`src/rtl/rr_decode_sequencer_if.sv`:
```
// Request/grant bundle between the requesters and the rr_decode_sequencer that
// drives the 2-to-4 enable decoder (A1A0 = index, EN = enable).
interface rr_decode_sequencer_if;
    logic [3:0] req;
    logic       done;
    logic       A0;
    logic       A1;
    logic       EN;
    logic       timeout;

    modport master (
        output req,
        output done,
        input  A0,
        input  A1,
        input  EN,
        input  timeout
    );

    modport slave (
        input  req,
        input  done,
        output A0,
        output A1,
        output EN,
        output timeout
    );
endinterface

```
`src/rtl/rr_decode_sequencer.sv`:
```
// Four-way round-robin arbiter with break-before-make, feeding a 2-to-4 enable decoder.
// Define RR_TIMEOUT_EN to build the HOLD_MAX hold limit and drive the timeout pulse.
module rr_decode_sequencer #(
    parameter int HOLD_MAX = 15,
    parameter int CNT_W    = 4
) (
    input logic                  clk,
    input logic                  rst_n,
    rr_decode_sequencer_if.slave bus
);

    localparam logic [1:0] IDLE  = 2'd0;
    localparam logic [1:0] GRANT = 2'd1;
    localparam logic [1:0] GAP   = 2'd2;

    logic [1:0] state_q, state_d;
    logic [1:0] idx_q, idx_d;
    logic [1:0] ptr_q, ptr_d;
    logic       en_q, en_d;
    logic [1:0] pick;
    logic [1:0] cand;
    logic       found;
    logic       hit_limit;
    logic       release_now;

    // Rotating priority search starting at ptr, wrapping modulo 4.
    always_comb begin
        pick  = ptr_q;
        cand  = '0;
        found = 1'b0;
        for (int i = 0; i < 4; i++) begin
            cand = ptr_q + 2'(i);
            if (!found && bus.req[cand]) begin
                pick  = cand;
                found = 1'b1;
            end
        end
    end

    assign release_now = bus.done | ~bus.req[idx_q] | hit_limit;

    always_comb begin
        state_d = state_q;
        idx_d   = idx_q;
        ptr_d   = ptr_q;
        en_d    = en_q;
        case (state_q)
            IDLE: begin
                if (|bus.req) begin
                    idx_d   = pick;
                    en_d    = 1'b1;
                    state_d = GRANT;
                end
            end
            GRANT: begin
                if (release_now) begin
                    en_d    = 1'b0;
                    ptr_d   = idx_q + 2'd1;
                    state_d = GAP;
                end
            end
            GAP: begin
                state_d = IDLE;
            end
            default: begin
                en_d    = 1'b0;
                state_d = IDLE;
            end
        endcase
    end

    always_ff @(posedge clk or negedge rst_n) begin
        if (!rst_n) begin
            state_q <= IDLE;
            idx_q   <= 2'd0;
            ptr_q   <= 2'd0;
            en_q    <= 1'b0;
        end else begin
            state_q <= state_d;
            idx_q   <= idx_d;
            ptr_q   <= ptr_d;
            en_q    <= en_d;
        end
    end

`ifdef RR_TIMEOUT_EN
    logic [CNT_W-1:0] cnt_q, cnt_d;
    logic             timeout_q, timeout_d;

    assign hit_limit = (state_q == GRANT) && (cnt_q == CNT_W'(HOLD_MAX));

    // Counts EN=1 cycles of the current grant; the pulse flags a limit-only release.
    always_comb begin
        cnt_d     = cnt_q;
        timeout_d = 1'b0;
        if (state_q == IDLE && (|bus.req)) begin
            cnt_d = CNT_W'(1);
        end else if (state_q == GRANT) begin
            if (!release_now) begin
                cnt_d = cnt_q + CNT_W'(1);
            end
            timeout_d = hit_limit & ~bus.done & bus.req[idx_q];
        end
    end

    always_ff @(posedge clk or negedge rst_n) begin
        if (!rst_n) begin
            cnt_q     <= '0;
            timeout_q <= 1'b0;
        end else begin
            cnt_q     <= cnt_d;
            timeout_q <= timeout_d;
        end
    end

    assign bus.timeout = timeout_q;
`else
    logic unused_cfg;

    assign unused_cfg  = ^{HOLD_MAX[0], CNT_W[0]};
    assign hit_limit   = 1'b0;
    assign bus.timeout = 1'b0;
`endif

    assign bus.A0 = idx_q[0];
    assign bus.A1 = idx_q[1];
    assign bus.EN = en_q;

endmodule

```
`src/flat_wrapper.sv`:
```
// flat-port wrapper written by rule: the top's interface ports become plain ports
module rr_decode_sequencer_flat 
#(
    parameter int HOLD_MAX = 15,
    parameter int CNT_W    = 4
)
  (clk, rst_n, bus_req, bus_done, bus_A0, bus_A1, bus_EN, bus_timeout);
  rr_decode_sequencer_if bus_i ();
  input logic clk;
  input logic rst_n;
  input wire logic [$bits(bus_i.req)-1:0] bus_req;
  input wire logic [$bits(bus_i.done)-1:0] bus_done;
  output wire logic [$bits(bus_i.A0)-1:0] bus_A0;
  output wire logic [$bits(bus_i.A1)-1:0] bus_A1;
  output wire logic [$bits(bus_i.EN)-1:0] bus_EN;
  output wire logic [$bits(bus_i.timeout)-1:0] bus_timeout;
  assign bus_i.req = bus_req;
  assign bus_i.done = bus_done;
  assign bus_A0 = bus_i.A0;
  assign bus_A1 = bus_i.A1;
  assign bus_EN = bus_i.EN;
  assign bus_timeout = bus_i.timeout;
  rr_decode_sequencer #(.HOLD_MAX(HOLD_MAX), .CNT_W(CNT_W)) u_core (.clk(clk), .rst_n(rst_n), .bus(bus_i));
endmodule
```
`config.mk`:
```
export PLATFORM = sky130hd
export DESIGN_NAME = rr_decode_sequencer_flat
export DESIGN_NICKNAME = d
export VERILOG_FILES = /design/src/rtl/rr_decode_sequencer_if.sv /design/src/rtl/rr_decode_sequencer.sv /design/src/flat_wrapper.sv
export SDC_FILE = /design/constraint.sdc
export NUM_CORES = 1
export LEC_CHECK = 0
export CELL_PAD_IN_SITES_DETAIL_PLACEMENT = 1
export CELL_PAD_IN_SITES_GLOBAL_PLACEMENT = 1
export CORE_AREA = 2 2 39 41
export DETAILED_ROUTE_END_ITERATION = 12
export DIE_AREA = 0 0 41 43
export PLACE_DENSITY_LB_ADDON = 0.08
export SYNTH_ARGS = -nofsm -noshare
export SYNTH_HDL_FRONTEND = slang
export SYNTH_SLANG_ARGS = --single-unit
```
`constraint.sdc`:
```
create_clock -name clk -period 2.6 [get_ports clk]
set_input_delay 0.52 -clock clk [delete_from_list [all_inputs] [get_ports clk]]
set_output_delay 0.52 -clock clk [all_outputs]
set_load 0.03 [all_outputs]
```
==> flow_summary_export.csv <==
group,metric,value,unit
clocking,h-tree-depth,1,
floorplanning,pin_count,11,
timing,period_minus_slack,2020,ps
yosys,synth_edf_count,0,
flow_run,max-cap-violations,0,
yosys,syn_area,440,um2
final_layout,diodes,0,
timing,fmax,494,MHz
final_layout,syn_to_final_growth,29.3,%
global_routing,grt_use_total,0.150,
floorplanning,die_area,1760,um2
global_routing,grt.overflow.total,0,
setup_path,slowest_stage,"clkdlybuf4s50_1",
clocking,ctsRootBufferMaster,"clkbuf_4",
timing,period_share,0.778,
setup_path,cp_top_family,"buffers and inverters",
route,wl,1020,um
power_and_ir_drop,pwr-share-seq,0.366,
setup_path,startpoint,"u_core.idx_q[0]$_DFFE_PN0P_",
final_layout,final_common_cell,"clkdlybuf4s50_1",
yosys,syn-num-nets,57,
clocking,post_cts_buffers,0,
timing,final_max_slew_viol_count,0,
setup_path,cp_max_fo,8,
power_and_ir_drop,power_density,1120,nW/um2
setup_path,r2r_slack,1290,ps
setup_path,rr_worst_depth,4,
yosys,avgSynthCellArea,8.81,um2
placement,port_buffers,9,
global_routing,grt_pass1_wl,1750,um
route,wire_per_inst,13.1,um
power_and_ir_drop,power.switching,0.000277,W
clocking,cts.sink_count,7,
floorplanning,start_util,0.318,
clocking,hold_buffers,0,
setup_path,worstPathCellList,"clkdlybuf4s50_1",
setup_path,startpoint_type,"flop",
global_routing,antenna_found_initial,0,
yosys,seq_area_frac_synth,0.398,
yosys,ys_async_sr_fraction,1.00,
power_and_ir_drop,vdd_ir_drop_max,0.565,mV
route,vias_per_cell,5.36,
timing,hold_slack,535,ps
power_and_ir_drop,switching_share,0.433,
power_and_ir_drop,p_int,0.000363,W
setup_path,worst-endpoint-required,2080,ps
yosys,synth_flop_cell,"dfrtp_1",
global_routing,first_global_vias,407,
timing,rsz0062_at_grt,"false",
power_and_ir_drop,p_leak,0.238,nW
floorplanning,num_rows,14,
final_layout,drive_above_1_share,0.129,
timing,skew,0.746,ps
route,drtIter0Drc,5,
setup_path,critPathArrivalTime,1500,ps
floorplanning,coreArea,1380,um2
setup_path,critPathCaptureType,"output pin",
final_layout,final_cell_mix,"9 x clkdlybuf4s50_1, 7 x dfrtp_1, 5 x inv_1",
final_layout,multi_input_area,239,um2
setup_path,critPathKind,"reg -> out",
setup_path,critPathBufInv,1,
yosys,synthCells,50,
clocking,numCtsBuffers,3,
floorplanning,die_y,43,um
power_and_ir_drop,total_power,0.000640,W
placement,finalWeightedCongestion,0.736,
clocking,tritoncts,"yes",
final_layout,nets,70,
yosys,ys_ff_latch,7,
yosys,synth_cell_types,25,
final_layout,n_fill_cell,176,
hold_path,hold_class,"in -> async",
timing,hold_viol_final,0,
clocking,cts_buffer_depth,2,
setup_path,rr_endpoint,"u_core.bus.EN$_DFFE_PN0P_",
clocking,path_clk_slew,50,ps
route,vias,418,
setup_path,slowest_delay,740,ps
placement,dpl_cell_area,543,um2
route,drt_pass1_iterations,3,
clocking,cts_resized,0,
yosys,ys_warn_count,0,
power_and_ir_drop,p_comb_frac,0.483,
setup_path,r2r-start,"u_core.idx_q[1]$_DFFE_PN0P_",
floorplanning,die_w,41,um
final_layout,ff_latch_area,175,um2
power_and_ir_drop,p_clk_frac,0.151,
status,status,"finished clean",
global_routing,grt_max_degree,9,
route,antenna_left,0,
placement,dp_hpwl,886,um
timing,tns,0,ps
clocking,clk_latency,250,ps
timing,setup_viol,0,
final_layout,design_area,569,um2
route,drcViolationCount,0,
state kept, by name (all words and copies together), names as in the netlist:
name	count
u_core.idx_q	2
u_core.ptr_q	2
u_core.state_q	2
u_core.bus.EN	1
layer usage:
layer / wire, um / GRT usage
met5: 0 / 0
met4: 17 / 0.0600
met3: 29 / 0.0314
met2: 529 / 0.225
met1: 447 / 0.202
power groups by stage:
stage / clock, W / sequential, W / combinational [W]
2_1_floorplan: 0 / 0.000261 / 0.000174
3_3_place_gp: 0 / 0.000241 / 0.000307
3_5_place_dp: 0 / 0.000238 / 0.000314
4_1_cts: 0.000102 / 0.000237 / 0.000316
5_1_grt: 0.000111 / 0.000245 / 0.000345
6_report: 0.0000967 / 0.000234 / 0.000309
cells by family (layout without fill, tap and decap cells):
group	Yosys count	in the layout	share of synthesized area
other	1	1	0.00851
and+or+nand+nor	16	16	0.196
DFF	7	7	0.398
AOI/OAI and AO/OA	18	18	0.293
buffers and inverters	6	18	0.0597
muxes	2	2	0.0455
cell usage after synthesis, types with 2 or more instances:
cell | count | area share
nor2_1 | 4 | 0.034
o21ai_0 | 4 | 0.045
a21oi_1 | 3 | 0.034
o31ai_1 | 2 | 0.034
dfrtp_1 | 7 | 0.40
nand2_1 | 4 | 0.034
mux2i_1 | 2 | 0.045
nor2_2 | 2 | 0.028
nand2b_1 | 2 | 0.028
inv_1 | 5 | 0.043
worst max path at each step:
stage,to,slack [ps],cells past startpoint
floorplan,u_core.ptr_q[1]$_DFFE_PN0P_,1290,4
global placement,u_core.idx_q[0]$_DFFE_PN0P_,650,4
detailed placement,u_core.idx_q[0]$_DFFE_PN0P_,640,4
CTS,bus_A0,560,1
global route,bus_A0,530,1
finish,bus_A0,580,1
layout make-up:
cell class | instances | area share
tap | 16 | 0.0352
timing repair buffer | 9 | 0.158
clock buffer | 4 | 0.0462
multi-input combinational | 37 | 0.420
inverter | 5 | 0.0330
sequential | 7 | 0.308
metrics by stage:
step / instances / setup slack [ps] / util
after global routing: 78 / 531 / 0.411
after floorplan: 50 / 1290 / -
after CTS: 78 / 556 / 0.411
after global placement: 74 / 651 / 0.392
after detailed placement: 74 / 642 / 0.392
final: 78 / 577 / 0.411
Power figures use the tool's default switching activity.
